## config.mk

```make
export PLATFORM = sky130hd
export DESIGN_NAME = conv1_frame_feeder_flat
export DESIGN_NICKNAME = d
export VERILOG_FILES = /design/src/rtl/conv1_frame_feeder_if.sv /design/src/rtl/conv1_frame_feeder.sv /design/src/flat_wrapper.sv
export SDC_FILE = /design/constraint.sdc
export NUM_CORES = 1
export LEC_CHECK = 0
export CAP_MARGIN = 20
export CORE_UTILIZATION = 53
export CTS_BUF_LIST = sky130_fd_sc_hd__clkbuf_4
export DETAILED_ROUTE_END_ITERATION = 6
export PLACE_DENSITY_LB_ADDON = 0.15
export SETUP_SLACK_MARGIN = 0.5
export SLEW_MARGIN = 10
export SYNTH_ARGS = -nofsm -noshare
export SYNTH_HDL_FRONTEND = slang
export SYNTH_SLANG_ARGS = --single-unit
```

## constraint.sdc

```tcl
create_clock -name clk -period 3.8 [get_ports clk]
set_clock_uncertainty 0.05 [all_clocks]
set_input_delay 0.38 -clock clk [delete_from_list [all_inputs] [get_ports clk]]
set_output_delay 0.38 -clock clk [all_outputs]
set_load 0.03 [all_outputs]
```

## src/rtl/conv1_frame_feeder_if.sv

```systemverilog
// Shared-address BRAM read port plus the CONV1 sample stream, grouped for conv1_frame_feeder.
// master = feeder side, slave = BRAM/CONV1 side.
interface conv1_frame_feeder_if #(
  parameter int DATA_W = 16,
  parameter int ADDR_W = 7
);
  logic              mem_en;
  logic [ADDR_W-1:0] mem_addr;
  logic [DATA_W-1:0] mem_i;
  logic [DATA_W-1:0] mem_q;

  logic [DATA_W-1:0] dout_i;
  logic [DATA_W-1:0] dout_q;
  logic              dout_valid;
  logic              dout_ready;
  logic              dout_last;

  modport master (
    output mem_en, mem_addr,
    input  mem_i, mem_q,
    output dout_i, dout_q, dout_valid, dout_last,
    input  dout_ready
  );

  modport slave (
    input  mem_en, mem_addr,
    output mem_i, mem_q,
    input  dout_i, dout_q, dout_valid, dout_last,
    output dout_ready
  );
endinterface

```

## src/rtl/conv1_frame_feeder.sv

```systemverilog
// Reads one frame of I/Q samples from the CONV1 input BRAMs (1-cycle latency) into CONV1's stream input.
// Optional: define CONV1_FEEDER_AUTO_RESTART_EN to stream frames back to back after one start.
module conv1_frame_feeder #(
  parameter int DATA_W    = 16,
  parameter int ADDR_W    = 7,
  parameter int FRAME_LEN = 128
) (
  input  logic                 clk,
  input  logic                 rst_n,
  input  logic                 start,
  output logic                 busy,
  output logic                 done,
  conv1_frame_feeder_if.master bus
);
  localparam int                CNT_W     = $clog2(FRAME_LEN + 1);
  localparam logic [CNT_W-1:0]  LAST_IDX  = CNT_W'(FRAME_LEN - 1);
  localparam logic [ADDR_W-1:0] LAST_ADDR = ADDR_W'(FRAME_LEN - 1);

  typedef enum logic [1:0] {IDLE, FETCH, DRAIN} state_t;

  typedef struct packed {
    logic [DATA_W-1:0] i;
    logic [DATA_W-1:0] q;
    logic              last;
  } entry_t;

  state_t            state_q, state_d;
  logic [CNT_W-1:0]  rd_cnt_q, rd_cnt_d;
  logic [ADDR_W-1:0] addr_q, addr_d;
  logic              done_q, done_d;
  logic              inflight_q, inflight_last_q;

  entry_t            buf_q [2];
  logic              wr_ptr_q, rd_ptr_q;
  logic [1:0]        buf_cnt_q, buf_cnt_d;

  entry_t            head;
  logic              push, pop, space_ok, can_read, mem_en, read_last;
  logic [CNT_W-1:0]  rd_idx;

  assign head = buf_q[rd_ptr_q];
  assign push = inflight_q;
  assign pop  = (buf_cnt_q != 2'd0) && bus.dout_ready;

  // Occupancy after the in-flight read lands; a new read only fits if it stays below 2.
  assign space_ok = ({1'b0, buf_cnt_q} + {2'b00, inflight_q} - {2'b00, pop}) < 3'd2;

`ifdef CONV1_FEEDER_AUTO_RESTART_EN
  assign can_read = (state_q == FETCH) || (state_q == DRAIN);
`else
  assign can_read = (state_q == FETCH);
`endif

  assign mem_en    = can_read && space_ok;
  // A read issued from DRAIN is the first read of the next frame.
  assign rd_idx    = (state_q == DRAIN) ? '0 : rd_cnt_q;
  assign read_last = (rd_idx == LAST_IDX);

  // NOTE: every variable gets a default first so no path can infer a latch.
  always_comb begin
    state_d  = state_q;
    rd_cnt_d = rd_cnt_q;
    addr_d   = addr_q;
    done_d   = pop && head.last;
    case (state_q)
      IDLE: begin
        if (start) begin
          state_d  = FETCH;
          rd_cnt_d = '0;
          addr_d   = '0;
        end
      end
      FETCH, DRAIN: begin
        if (mem_en) begin
          rd_cnt_d = read_last ? '0 : rd_idx + CNT_W'(1);
          addr_d   = (addr_q == LAST_ADDR) ? '0 : addr_q + ADDR_W'(1);
          state_d  = read_last ? DRAIN : FETCH;
        end
`ifndef CONV1_FEEDER_AUTO_RESTART_EN
        if ((state_q == DRAIN) && done_d) begin
          state_d = IDLE;
        end
`endif
      end
      default: state_d = IDLE;
    endcase
  end

  always_comb begin
    buf_cnt_d = buf_cnt_q;
    case ({push, pop})
      2'b10:   buf_cnt_d = buf_cnt_q + 2'd1;
      2'b01:   buf_cnt_d = buf_cnt_q - 2'd1;
      default: buf_cnt_d = buf_cnt_q;
    endcase
  end

  // NOTE: non-blocking assignments so every register samples pre-edge values.
  always_ff @(posedge clk or negedge rst_n) begin
    if (!rst_n) begin
      state_q         <= IDLE;
      rd_cnt_q        <= '0;
      addr_q          <= '0;
      done_q          <= 1'b0;
      inflight_q      <= 1'b0;
      inflight_last_q <= 1'b0;
    end else begin
      state_q         <= state_d;
      rd_cnt_q        <= rd_cnt_d;
      addr_q          <= addr_d;
      done_q          <= done_d;
      inflight_q      <= mem_en;
      inflight_last_q <= mem_en && read_last;
    end
  end

  // NOTE: buffer storage is reset as well so dout_i/dout_q read 0 straight out of reset.
  always_ff @(posedge clk or negedge rst_n) begin
    if (!rst_n) begin
      for (int k = 0; k < 2; k++) begin
        buf_q[k] <= '0;
      end
      wr_ptr_q  <= 1'b0;
      rd_ptr_q  <= 1'b0;
      buf_cnt_q <= 2'd0;
    end else begin
      if (push) begin
        buf_q[wr_ptr_q] <= {bus.mem_i, bus.mem_q, inflight_last_q};
        wr_ptr_q        <= ~wr_ptr_q;
      end
      if (pop) begin
        rd_ptr_q <= ~rd_ptr_q;
      end
      buf_cnt_q <= buf_cnt_d;
    end
  end

  assign busy           = (state_q != IDLE);
  assign done           = done_q;
  assign bus.mem_en     = mem_en;
  assign bus.mem_addr   = addr_q;
  assign bus.dout_i     = head.i;
  assign bus.dout_q     = head.q;
  assign bus.dout_last  = head.last;
  assign bus.dout_valid = (buf_cnt_q != 2'd0);
endmodule

```

## src/flat_wrapper.sv

```systemverilog
// flat-port wrapper written by rule: the top's interface ports become plain ports
module conv1_frame_feeder_flat 
#(
  parameter int DATA_W    = 16,
  parameter int ADDR_W    = 7,
  parameter int FRAME_LEN = 128
)
  (clk, rst_n, start, busy, done, bus_mem_en, bus_mem_addr, bus_mem_i, bus_mem_q, bus_dout_i, bus_dout_q, bus_dout_valid, bus_dout_last, bus_dout_ready);
  conv1_frame_feeder_if #(.DATA_W(DATA_W), .ADDR_W(ADDR_W)) bus_i ();
  input  logic clk;
  input  logic rst_n;
  input  logic start;
  output logic busy;
  output logic done;
  output wire logic [$bits(bus_i.mem_en)-1:0] bus_mem_en;
  output wire logic [$bits(bus_i.mem_addr)-1:0] bus_mem_addr;
  input wire logic [$bits(bus_i.mem_i)-1:0] bus_mem_i;
  input wire logic [$bits(bus_i.mem_q)-1:0] bus_mem_q;
  output wire logic [$bits(bus_i.dout_i)-1:0] bus_dout_i;
  output wire logic [$bits(bus_i.dout_q)-1:0] bus_dout_q;
  output wire logic [$bits(bus_i.dout_valid)-1:0] bus_dout_valid;
  output wire logic [$bits(bus_i.dout_last)-1:0] bus_dout_last;
  input wire logic [$bits(bus_i.dout_ready)-1:0] bus_dout_ready;
  assign bus_mem_en = bus_i.mem_en;
  assign bus_mem_addr = bus_i.mem_addr;
  assign bus_i.mem_i = bus_mem_i;
  assign bus_i.mem_q = bus_mem_q;
  assign bus_dout_i = bus_i.dout_i;
  assign bus_dout_q = bus_i.dout_q;
  assign bus_dout_valid = bus_i.dout_valid;
  assign bus_dout_last = bus_i.dout_last;
  assign bus_i.dout_ready = bus_dout_ready;
  conv1_frame_feeder #(.DATA_W(DATA_W), .ADDR_W(ADDR_W), .FRAME_LEN(FRAME_LEN)) u_core (.clk(clk), .rst_n(rst_n), .start(start), .busy(busy), .done(done), .bus(bus_i));
endmodule
```

# --- After elaboration in Yosys (flattened, before gate mapping) ---
# Cells that the tools add are included.
word_totals:
  reg_bits: 90
  in_bits: 36
  out_inout_bits: 44
  elab_cells: 73
op_classes:
  add_sub_neg: 6
  order_cmp: 4
  n_eq_ne: 9
  mux: 21
  bitwise_logic: 4
  n_reduce_logical: 14
op_table:
  columns: ["operator", "count"]
  rows:
  - ["33-bit 2-to-1 mux", 4]
  - ["66-bit bitwise mux", 1]
  - ["33-bit demux with 1-bit select", 1]
  - ["8-bit 2-to-1 mux", 4]
  - ["7-bit 2-to-1 mux", 3]
  - ["8-bit one-hot mux with 2 select lines", 1]
  - ["7-bit one-hot mux with 2 select lines", 1]
  - ["8-bit by 1-bit adder with 8-bit output, second input constant", 1]
  - ["8-bit by 7-bit equality test with 1-bit output, second input constant", 1]
  - ["2-bit 2-to-1 mux", 4]
  - ["2-bit one-hot mux with 2 select lines", 2]
  - ["2-bit nonzero test", 4]
  - ["7-bit by 1-bit adder with 7-bit output, second input constant", 1]
  - ["7-bit equality test, second input constant", 1]
  - ["1-bit logical AND", 6]
  - ["2-bit by 1-bit equality test with 1-bit output, second input constant", 2]
  - ["2-bit equality test, second input constant", 2]
  - ["2-bit greater-or-equal comparator, second input constant", 2]
  - ["1-bit NOT with 2-bit output", 2]
  - ["2-bit by 1-bit adder with 3-bit output", 1]
  - ["3-bit by 2-bit < comparator with 1-bit output, second input constant", 1]
  - ["3-bit by 1-bit != test with 1-bit output, second input constant", 1]
  - ["3-bit AND reduction", 1]
  - ["3-bit by 1-bit subtractor with 3-bit output", 1]
  - ["9 further kinds", 10]

# --- Longest topological paths before layout ---
# Gate-level depths: netlist of run 1.
depth:
  depth_word: 8
  ltp_mapped: 10
  ltp_nobuf: 8

# --- Worst setup path before layout of run 1 ---
# Ideal clock, no wire load.
synth_timing:
  path_kind: "reg2reg"
  from: "register u_core.buf_cnt_q[1]"
  to: "register u_core.addr_q[5] (netlist: u_core.bus.mem_addr[5])"
  setup_time_ns: 0.078
  arrival_time_ns: 2.663
  required_time_ns: 3.672
  slack_ns: 1.009
  path_stages_with_launch: 9
  path_buffers: 0
  period_less_slack_ns: 2.791
  path_cell_list: "dfrtp_1 o21a_1 ha_1 nand2b_1 fa_1 xor2_1 a211o_1 or4_1 a21oi_1"
synth_via:
  elab_chain_cells: 7
  elab_cells_between_ends: 8
  classes_between: "2 x add/sub; 1 x order compare; 1 x eq/ne; 4 x reduce/logical"
synth_lines:
  columns: ["element", "line", "text"]
  rows:
  - ["from (decl)", "conv1_frame_feeder.sv:35", "logic [1:0] buf_cnt_q, buf_cnt_d;"]
  - ["from (signal assigned)", "conv1_frame_feeder.sv:134", "buf_cnt_q <= buf_cnt_d;"]
  - ["2-bit nonzero test", "conv1_frame_feeder.sv:43", "assign pop = (buf_cnt_q != 2'd0) && bus.dout_ready;"]
  - ["1-bit logical AND", "conv1_frame_feeder.sv:43", null]
  - ["via u_core.pop", "conv1_frame_feeder.sv:38", "logic push, pop, space_ok, can_read, mem_en, read_last;"]
  - ["3-bit by 1-bit subtractor with 3-bit output", "conv1_frame_feeder.sv:46", "assign space_ok = ({1'b0, buf_cnt_q} + {2'b00, inflight_q} - {2'b00, pop}) < 3'd2;"]
  - ["3-bit by 2-bit < comparator with 1-bit output", "conv1_frame_feeder.sv:46", null]
  - ["1-bit logical AND", "conv1_frame_feeder.sv:54", "assign mem_en = can_read && space_ok;"]
  - ["2-bit by 1-bit != test with 1-bit output (no source line)", null, null]
  - ["3-bit AND reduction (no source line)", null, null]
  - ["to (signal assigned)", "conv1_frame_feeder.sv:110", "addr_q <= addr_d;"]
  - ["to (decl)", "conv1_frame_feeder.sv:29", "logic [ADDR_W-1:0] addr_q, addr_d;"]
# The timed path passes the listed nets, and every way through them passes these cells.
# A chain may end at the register's enable or synchronous reset.

# --- Worst setup path in the final report of run 1 ---
layout_timing:
  from: "register u_core.buf_cnt_q[1]"
  to: "output bus_mem_en"
layout_via:
  elab_chain_cells: 5
  elab_cells_between_ends: 6
  classes_between: "2 x add/sub; 1 x order compare; 3 x reduce/logical"
layout_lines:
  columns: ["element", "line", "text"]
  rows:
  - ["2-bit nonzero test", "conv1_frame_feeder.sv:43", null]
  - ["1-bit logical AND", "conv1_frame_feeder.sv:43", null]
  - ["via u_core.pop", "conv1_frame_feeder.sv:38", null]
  - ["3-bit by 1-bit subtractor with 3-bit output", "conv1_frame_feeder.sv:46", null]
  - ["3-bit by 2-bit < comparator with 1-bit output", "conv1_frame_feeder.sv:46", null]
  - ["1-bit logical AND", "conv1_frame_feeder.sv:54", null]
  - ["to (decl)", "flat_wrapper.sv:15", "output wire logic [$bits(bus_i.mem_en)-1:0] bus_mem_en;"]
# The timed path passes the listed nets, and every way through them passes these cells.

==> impl_metrics.py, run 1 <==
metrics = {
    "outcome": {
        "status": "finished, final reports clean",
    },
    "worst_setup_path": {
        "startpoint_type": "register",
        "cp.arrival_ps": 2740,
        "critical_path_class": "register to output pin",
        "worstPathCellList": "o21a_2 -> ha_4 -> nand2b_1 -> fa_1 -> xor2_4 -> or2_1 -> inv_1 -> buf_4",
        "slowest_delay_ps": 480,
        "crit_buf_inv": 2,
        "required_ps": 3370,
        "crit_fanout": 6,
        "end_kind": "output pin",
        "cp_slowest_cell": "fa_1",
        "crit_family": "adder cells",
    },
    "pwr": {
        "p_leak_uw": 0.00225,
        "p_sw_uw": 2120,
        "pwr-share-clk": 0.118,
        "p_comb_frac": 0.565,
        "power_frac_seq": 0.317,
        "p_int_uw": 3080,
        "ir_worst_vdd_mv": 0.442,
        "p_per_area_mw_per_mm2": 971,
        "power_switching_share": 0.408,
    },
    "sta": {
        "worst_pin_slew_ps": 1030,
        "setup_viol": 0,
        "finalCritPeriodShare": 0.834,
        "drv_slew": 0,
        "slew_headroom": 0.310,
        "finalHoldViolCount": 0,
        "rsz0062_at_grt": "false",
        "fin_tns_setup_ps": 0,
        "max_freq_ghz": 0.316,
        "period_minus_slack_ps": 3170,
    },
    "floorplanning": {
        "ios": 80,
        "die_h_um": 91.4,
        "die-area_mm2": 0.00836,
        "rows": 32,
        "die_w_um": 91.4,
        "core_area_mm2": 0.00773,
        "start_util": 0.549,
    },
    "placed_design": {
        "dp_hpwl_um": 5600,
        "io_buffers": 79,
        "place_congestion": 0.804,
        "dpl_cell_area_mm2": 0.00514,
        "placed_cells": 494,
    },
    "logic_synthesis": {
        "synth-seq-area-share": 0.531,
        "ys_warn_count": 0,
        "synth_cells": 324,
        "synthDistinctLibCells": 45,
        "avgSynthCellArea_um2": 13.1,
        "synth_area_mm2": 0.00424,
        "synth_seq_cells": 90,
        "synth_fp_nets": 369,
    },
    "grt": {
        "gr-usage-all-layers": 0.221,
        "grt_max_degree": 66,
        "antenna_found_initial": 0,
        "grt_overflow": 0,
        "grt_pass1_wl_um": 14400,
        "grt_pass1_vias": 2941,
    },
    "final_layout": {
        "final_cell_area_mm2": 0.00535,
        "layout_common_cells": "mux2_2 (89), dfrtp_1 (89), clkdlybuf4s50_1 (77), nand2_1 (12)",
        "final-instance-count-excl-fill": 512,
        "nNetsFinal": 451,
        "layout-drive-gt1-share": 0.298,
        "diodes": 0,
        "synthToLayoutAreaGrowth_pct": 26.3,
    },
    "route": {
        "wl_per_cell_um": 16.6,
        "firstDrtPassIters": 4,
        "via_per_inst": 5.49,
        "ant_nets": 0,
        "drt_iter0_markers": 89,
        "drc": 0,
        "vias": 2810,
        "wirelength_um": 8480,
    },
    "clock_network": {
        "cts_max_level": 3,
        "cts_buffers": 9,
        "clockBufferDepth": 2,
        "tritoncts_num_sinks": 90,
        "clk_latency_ps": 450,
        "clk_pin_slew_ps": 170,
        "cts_tree": "done",
        "cts-root-buf": "clkbuf_4",
    },
    "min_path": {
        "hp-class": "register to register",
    },
    "flow_run": {
        "maxCapViolCount": 0,
    },
}
==> final timing paths <==
check                               startpoint                     end  slack, ps  depth (start not counted)
hold / removal               u_core.inflight_q         u_core.wr_ptr_q        420                          1
setup reg to reg           u_core.buf_cnt_q[1]  u_core.bus.mem_addr[5]        720                          8
max in group asynchronous                rst_n        u_core.buf_q[17]       2310                          3
hold reg to reg              u_core.inflight_q         u_core.wr_ptr_q        420                          1
min in group asynchronous                rst_n        u_core.buf_q[26]        490                          2
setup / recovery           u_core.buf_cnt_q[1]              bus_mem_en        630                          8
==> repair_timing <==
| item | CTS | global route |
|---|---|---|
| resized for setup | 8 | 4 |
| hold buffers | 1 | 0 |
| setup buffers | 2 | 0 |
| setup endpoints to repair | 1 | 1 |
| endpoints found under the hold margin | 51 | 0 |
==> state kept, by name (all words and copies together) (netlist names) <==
name,cells
u_core.rd_cnt_q,8
u_core.rd_ptr_q,1
u_core.state_q,2
u_core.inflight_q,1
u_core.buf_cnt_q,2
u_core.buf_q,66
u_core.done,1
u_core.inflight_last_q,1
u_core.bus.mem_addr,7
u_core.wr_ptr_q,1
==> worst register-to-register path: stages, from the launching register on <==
cell and delay (ps):
dfrtp_2 430, o21a_2 260, ha_4 260, nand2b_1 170
fa_1 480, xor2_4 200, a211o_1 500, or4_1 530
a21oi_1 140
==> cell usage after synthesis, drive strengths merged <==
master	count	area share
or3	2	0.0030
o21ai	8	0.0094
a21o	2	0.0035
a21oi	6	0.0071
mux2i	4	0.0094
nor3	2	0.0024
nand3	7	0.0083
o31ai	1	0.0018
nand3b	1	0.0018
or3b	1	0.0021
or2	4	0.0059
and3	3	0.0044
nor2b	2	0.0030
buf	13	0.014
inv	11	0.0097
clkbuf	2	0.0018
nor2	5	0.0044
nand2b	3	0.0044
a22o	3	0.0062
and2	1	0.0015
nand2	13	0.012
nor4	2	0.0044
fa	1	0.0047
a31oi	4	0.0059
dfrtp	90	0.53
or4	2	0.0035
xor2	4	0.0083
nand4	4	0.0059
xnor2	3	0.0062
o22ai	1	0.0015
a32oi	1	0.0021
o32a	1	0.0024
nand4b	1	0.0021
o21a	1	0.0018
and4b	4	0.0094
mux2	100	0.27
a211o	1	0.0021
a21boi	2	0.0035
ha	8	0.024
==> cells by family (layout without fill, tap and decap cells) <==
group           Yosys count  after routing  synth area share
xor+xnor                  7              7            0.0145
flops                    90             90             0.531
compound gates           31             31            0.0472
mux                     104            104             0.275
fa+ha+maj                 9              9            0.0283
buf+inv                  26            112            0.0257
simple gates             57             57            0.0779
==> metal layers <==
| metal | up-vias | track usage | part of all wire |
|---|---|---|---|
| met5 | - | 0 | 0 |
| met4 | 0 | 0.0820 | 0.015 |
| met3 | 10 | 0.0360 | 0.035 |
| met2 | 60 | 0.377 | 0.50 |
| met1 | 1412 | 0.282 | 0.45 |
| li1 | 1328 | - | - |
==> layout make-up <==
class	instances	area, um^2
Clock buffer	9	67.6
Clock inverter	6	90.1
Fill cell	543	2370
Inverter	11	41.3
Multi-Input combinational cell	208	1920
Sequential cell	90	2250
Tap cell	102	128
Timing Repair Buffer	86	853
==> stage by stage <==
| stage | utilization | hold WS (ps) | worst slack, ps | power [uW] |
|---|---|---|---|---|
| after floorplan | - | 34.4 | 1010 | 3600 |
| after global placement | 0.665 | 412 | 189 | 4470 |
| after detailed placement | 0.665 | 414 | 118 | 4560 |
| after CTS | 0.689 | 433 | 505 | 5190 |
| after global routing | 0.693 | 432 | 526 | 5500 |
| final | 0.693 | 421 | 631 | 5200 |
==> power by group through the flow <==
stage	Combinational (uW)	Sequential, uW	Clock (uW)
4_1_cts	2920	1650	619
3_5_place_dp	2880	1680	0
5_1_grt	3130	1700	662
6_report	2940	1650	613
2_1_floorplan	1990	1610	0
3_3_place_gp	2820	1650	0
No activity file was read; power rests on OpenSTA's default activity.
==> run 2: changes to the inputs <==
--- a/config.mk
+++ b/config.mk
@@ -6,7 +6,7 @@
 export NUM_CORES = 1
 export LEC_CHECK = 0
 export CAP_MARGIN = 20
-export CORE_UTILIZATION = 53
+export CORE_UTILIZATION = 49
 export CTS_BUF_LIST = sky130_fd_sc_hd__clkbuf_4
 export DETAILED_ROUTE_END_ITERATION = 6
 export PLACE_DENSITY_LB_ADDON = 0.15
==> constraint.sdc (replaced) <==
create_clock -name clk -period 2.9 [get_ports clk]
set_clock_uncertainty 0.05 [all_clocks]
set_input_delay 0.29 -clock clk [delete_from_list [all_inputs] [get_ports clk]]
set_output_delay 0.29 -clock clk [all_outputs]
set_load 0.03 [all_outputs]
==> run 2 against run 1 <==
  * Worst setup slack got worse by 550 ps
  * Via count grew 4.0%
  * Wire length grew 3.5%
  * Combinational power is 50% higher
  * Die area grew 8.0%
  * Power increased by 38%
  * Flip-flop and latch count unchanged
  * Largest cell class unchanged
==> impl_metrics.py, run 2 (synthesis results as in run 1) <==
metrics = {
    "floorplanning": {
        "ios": 80,
        "die-area_mm2": 0.00903,
        "start_util": 0.511,
        "rows": 33,
        "die_h_um": 95.0,
        "die_w_um": 95.0,
        "core_area_mm2": 0.00830,
    },
    "sta": {
        "rsz0062_at_grt": "true",
        "finalHoldViolCount": 0,
        "timing.hold.ws_ps": 399,
        "finalCritPeriodShare": 0.972,
        "slew_headroom": 0.510,
        "period_minus_slack_ps": 2820,
        "setup_slack_ps": 81.5,
        "setup_viol": 0,
        "drv_slew": 0,
        "max_freq_ghz": 0.355,
        "worst_pin_slew_ps": 735,
    },
    "grt": {
        "grt_pass1_vias": 3002,
        "grt_overflow": 0,
        "gr-usage-all-layers": 0.203,
        "antenna_found_initial": 0,
        "grt_pass1_wl_um": 14000,
        "grt_max_degree": 58,
    },
    "clock_network": {
        "clockBufferDepth": 2,
        "clk_latency_ps": 430,
        "cts_tree": "done",
        "cts-root-buf": "clkbuf_4",
        "cts_max_level": 3,
        "cts_buffers": 9,
        "clk_pin_slew_ps": 140,
        "tritoncts_num_sinks": 90,
    },
    "final_layout": {
        "diodes": 0,
        "top_register": "u_core.buf_q",
        "final_cell_area_mm2": 0.00563,
        "layout-drive-gt1-share": 0.391,
        "nNetsFinal": 470,
        "fillers": 626,
        "final_common_cell": "mux2_2",
        "synthToLayoutAreaGrowth_pct": 32.8,
        "layout_common_cells": "mux2_2 (89), dfrtp_1 (87), clkdlybuf4s50_1 (46), dlygate4sd2_1 (31), buf_4 (17)",
        "final_util": 0.678,
        "largest_reg_flops": 66,
    },
    "pwr": {
        "p_leak_uw": 0.00243,
        "power_frac_seq": 0.297,
        "p_per_area_mw_per_mm2": 1280,
        "p_comb_frac": 0.616,
        "power_uw": 7190,
        "p_int_uw": 4170,
        "p_sw_uw": 3020,
        "power_switching_share": 0.420,
        "ir_worst_vdd_mv": 0.775,
        "pwr-share-clk": 0.087,
    },
    "route": {
        "ant_nets": 0,
        "firstDrtPassIters": 4,
        "wl_per_cell_um": 16.4,
        "drt_iter0_markers": 69,
        "via_per_inst": 5.46,
        "vias": 2921,
        "drc": 0,
        "wirelength_um": 8780,
    },
    "placed_design": {
        "place_congestion": 0.845,
        "io_buffers": 79,
        "dpl_cell_area_mm2": 0.00527,
        "post-place-ws_ps": -3.36,
        "dp_hpwl_um": 5820,
    },
    "worst_setup_path": {
        "startpoint_type": "register",
        "critical_path_class": "register to output pin",
        "crit_fanout": 2,
        "end_kind": "output pin",
        "required_ps": 2560,
        "cp.arrival_ps": 2480,
    },
    "outcome": {
        "status": "finished, final reports clean",
    },
    "flow_run": {
        "maxCapViolCount": 0,
    },
    "min_path": {
        "hp-class": "input port to async pin",
    },
}
[run 2: path summary, 6_finish.rpt]
path | from | end | slack [ps] | cells past startpoint
hold reg to reg | u_core.rd_cnt_q[7] | u_core.rd_cnt_q[7] | 420 | 1
setup / recovery | u_core.buf_cnt_q[0] | bus_mem_en | 80 | 8
max in group asynchronous | rst_n | u_core.buf_q[19] | 1770 | 3
min in group clk | u_core.rd_cnt_q[7] | u_core.rd_cnt_q[7] | 420 | 1
hold / removal | rst_n | u_core.buf_q[61] | 400 | 2
setup reg to reg | u_core.buf_cnt_q[0] | u_core.bus.mem_addr[3] | 140 | 10
[run 2: layout make-up]
| class | count | area, um^2 | area share |
|---|---|---|---|
| sequential | 90 | 2260 | 0.401 |
| multi-input combinational | 208 | 2070 | 0.367 |
| timing repair buffer | 105 | 1010 | 0.179 |
| tap | 105 | 131 | 0.0233 |
| clock buffer | 9 | 67.6 | 0.0120 |
| clock inverter | 7 | 53.8 | 0.00956 |
| inverter | 11 | 43.8 | 0.00778 |
[run 2: repair_timing]
| item | 4_1_cts | 5_1_grt |
|---|---|---|
| pin swaps | 12 | 8 |
| hold endpoints to repair | 56 | 0 |
| hold buffers | 1 | 0 |
| buffers inserted | 8 | 4 |
| endpoints found under the setup margin | 49 | 19 |
| gates resized for setup | 53 | 14 |
[run 2: worst max-delay path, cell delays in order (launching register included)]
cell,delay [ps]
dfrtp_2,430
o21a_4,220
ha_4,210
nand2b_4,140
fa_2,570
nand2_4,50
or2_4,250
inv_4,60
buf_6,120
[run 2: metrics by stage]
stage,TNS [ps],instances
after global placement,0,506
after global routing,-14.5,535
final,0,535
after floorplan,0,324
after detailed placement,-8.05,506
after CTS,0,531
[run 2: layer usage]
layer  track usage  part of all wire
met5             0                 0
met4        0.0720             0.014
met3        0.0367             0.037
met2         0.351              0.51
met1         0.255              0.44
[run 2: power by group through the flow]
stage / clock network, uW / logic [uW] / registers (uW)
global placement: 0 / 3920 / 2140
floorplan: 0 / 2740 / 2120
CTS: 649 / 4260 / 2130
global route: 707 / 4730 / 2210
finish: 626 / 4420 / 2140
detailed placement: 0 / 3990 / 2180
==> run 3: changes to the inputs <==
--- a/config.mk
+++ b/config.mk
@@ -6,6 +6,7 @@
 export NUM_CORES = 1
 export LEC_CHECK = 0
 export CAP_MARGIN = 20
+export CORE_MARGIN = 5
 export CORE_UTILIZATION = 49
 export CTS_BUF_LIST = sky130_fd_sc_hd__clkbuf_4
 export DETAILED_ROUTE_END_ITERATION = 6
==> run 3 against run 2 <==
  * Maximum frequency fell by 1.1%
  * Critical path depth rose by 1
  * Power rose by 9.9%
  * Sequential power barely moved
  * Highest routed layer unchanged
  * Critical path type is now register to register
  * Largest power group unchanged
  * Largest cell class unchanged
==> impl_metrics.py, run 3 (synthesis results as in run 1) <==
metrics = {
    "floorplanning": {
        "ios": 80,
        "rows": 34,
        "start_util": 0.493,
        "die_w_um": 103,
        "core_area_mm2": 0.00859,
        "die-area_mm2": 0.0106,
        "die_h_um": 103,
    },
    "worst_setup_path": {
        "worstPathCellList": "o21a_4 -> ha_4 -> nand2b_4 -> fa_2 -> xor2_4 -> buf_4 -> a211o_4 -> or4_4 -> a21oi_2",
        "startpoint_type": "register",
        "critical_path_class": "register to register",
        "reg2reg_from": "u_core.buf_cnt_q[1]",
        "crit_fanout": 5,
        "cp.arrival_ps": 3150,
        "r2r_setup_slack_ps": 50,
        "rr_endpoint": "u_core.bus.mem_addr[5]",
        "required_ps": 3200,
        "end_kind": "register",
        "slowest_delay_ps": 500,
        "reg2reg_depth": 9,
        "cp_slowest_cell": "or4_4",
    },
    "clock_network": {
        "clk_pin_slew_ps": 140,
        "cts-root-buf": "clkbuf_4",
        "cts_tree": "done",
        "cts_max_level": 3,
        "cts_buffers": 9,
        "clk_latency_ps": 420,
        "tritoncts_num_sinks": 90,
        "clockBufferDepth": 2,
    },
    "final_layout": {
        "final_util": 0.687,
        "layout-drive-gt1-share": 0.420,
        "layout_common_cells": "mux2_2 (89), dfrtp_1 (88), clkdlybuf4s50_1 (44), dlymetal6s2s_1 (31), buf_4 (26)",
        "fillers": 617,
        "final_common_cell": "mux2_2",
        "top_register": "u_core.buf_q",
        "diodes": 0,
        "largest_reg_flops": 66,
        "synthToLayoutAreaGrowth_pct": 39.3,
        "nNetsFinal": 481,
    },
    "grt": {
        "gr-usage-all-layers": 0.168,
        "grt_max_degree": 48,
        "grt_pass1_vias": 2996,
        "grt_pass1_wl_um": 14100,
        "antenna_found_initial": 0,
        "grt_overflow": 0,
    },
    "pwr": {
        "ir_worst_vdd_mv": 0.823,
        "p_per_area_mw_per_mm2": 1340,
        "p_leak_uw": 0.00275,
    },
    "placed_design": {
        "place_congestion": 0.809,
        "dp_hpwl_um": 5830,
        "io_buffers": 79,
    },
    "route": {
        "drc": 0,
        "wirelength_um": 9200,
        "wl_per_cell_um": 16.8,
        "ant_nets": 0,
        "drt_iter0_markers": 55,
        "via_per_inst": 5.38,
        "firstDrtPassIters": 4,
        "vias": 2953,
    },
    "sta": {
        "rsz0062_at_grt": "true",
        "finalCritPeriodShare": 0.982,
        "period_minus_slack_ps": 2850,
        "timing.hold.ws_ps": 344,
        "worst_pin_slew_ps": 608,
        "fin_tns_setup_ps": 0,
        "finalHoldViolCount": 0,
        "setup_viol": 0,
        "drv_slew": 0,
        "slew_headroom": 0.595,
        "max_freq_ghz": 0.351,
    },
    "outcome": {
        "status": "finished, final reports clean",
    },
    "flow_run": {
        "maxCapViolCount": 0,
    },
    "min_path": {
        "hp-class": "input port to async pin",
    },
}
[run 3: worst max-delay path by stage]
stage                              startpoint                      to  cells past startpoint
after floorplan           u_core.buf_cnt_q[0]  u_core.bus.mem_addr[5]                      8
after global placement         bus_dout_ready  u_core.bus.mem_addr[5]                      9
after detailed placement       bus_dout_ready  u_core.bus.mem_addr[5]                      9
after CTS                 u_core.buf_cnt_q[1]              bus_mem_en                      8
after global routing      u_core.buf_cnt_q[1]              bus_mem_en                      8
final                     u_core.buf_cnt_q[1]  u_core.bus.mem_addr[5]                      9
[run 3: cell type report]
class	instances	area (um^2)	area share
clock inverters	7	45.0	0.00763
repair buffers	116	1200	0.204
flip-flops and latches	90	2250	0.382
clock buffers	9	67.6	0.0114
multi-input cells	208	2160	0.366
inverters	11	41.3	0.00699
well taps	108	135	0.0229
[run 3: power by group]
group          internal [uW]  total, uW  switching [uW]
clock                    174        594             420
combinational           2710       5200            2490
sequential              1810       2110             297
total                   4690       7900            3210
[run 3: critical path, delay by kind of cell, from the launching register on]
family	cells	cell delay, ps
AOI/OAI and AO/OA	3	730
DFF	1	430
buffers and inverters	1	140
adders and majority gates	2	600
xor gates and xnor gates	1	190
and+or+nand+nor	2	640
[run 3: layer usage]
metal | vias to the layer above | GRT usage | routed length, um
met5 | - | 0 | 0
met4 | 0 | 0.0637 | 153
met3 | 14 | 0.0291 | 434
met2 | 60 | 0.276 | 4630
met1 | 1486 | 0.223 | 3990
li1 | 1393 | - | -
[run 3: metrics by stage]
stage	instances	total power (uW)	setup WS [ps]	instance area, um^2
floorplan	324	4860	292	4300
global placement	511	6090	35.5	5280
detailed placement	511	6200	-3.05	5280
CTS	539	7350	70.1	5590
global route	549	8380	-25.7	5900
finish	549	7900	51.2	5900
[run 3: repair_timing]
item	4_1_cts	5_1_grt
buffers inserted	10	10
resized for setup	25	63
endpoints found under the hold margin	45	0
hold buffers	1	0
pin swaps	10	10
endpoints found under the setup margin	20	49
cloned	1	0
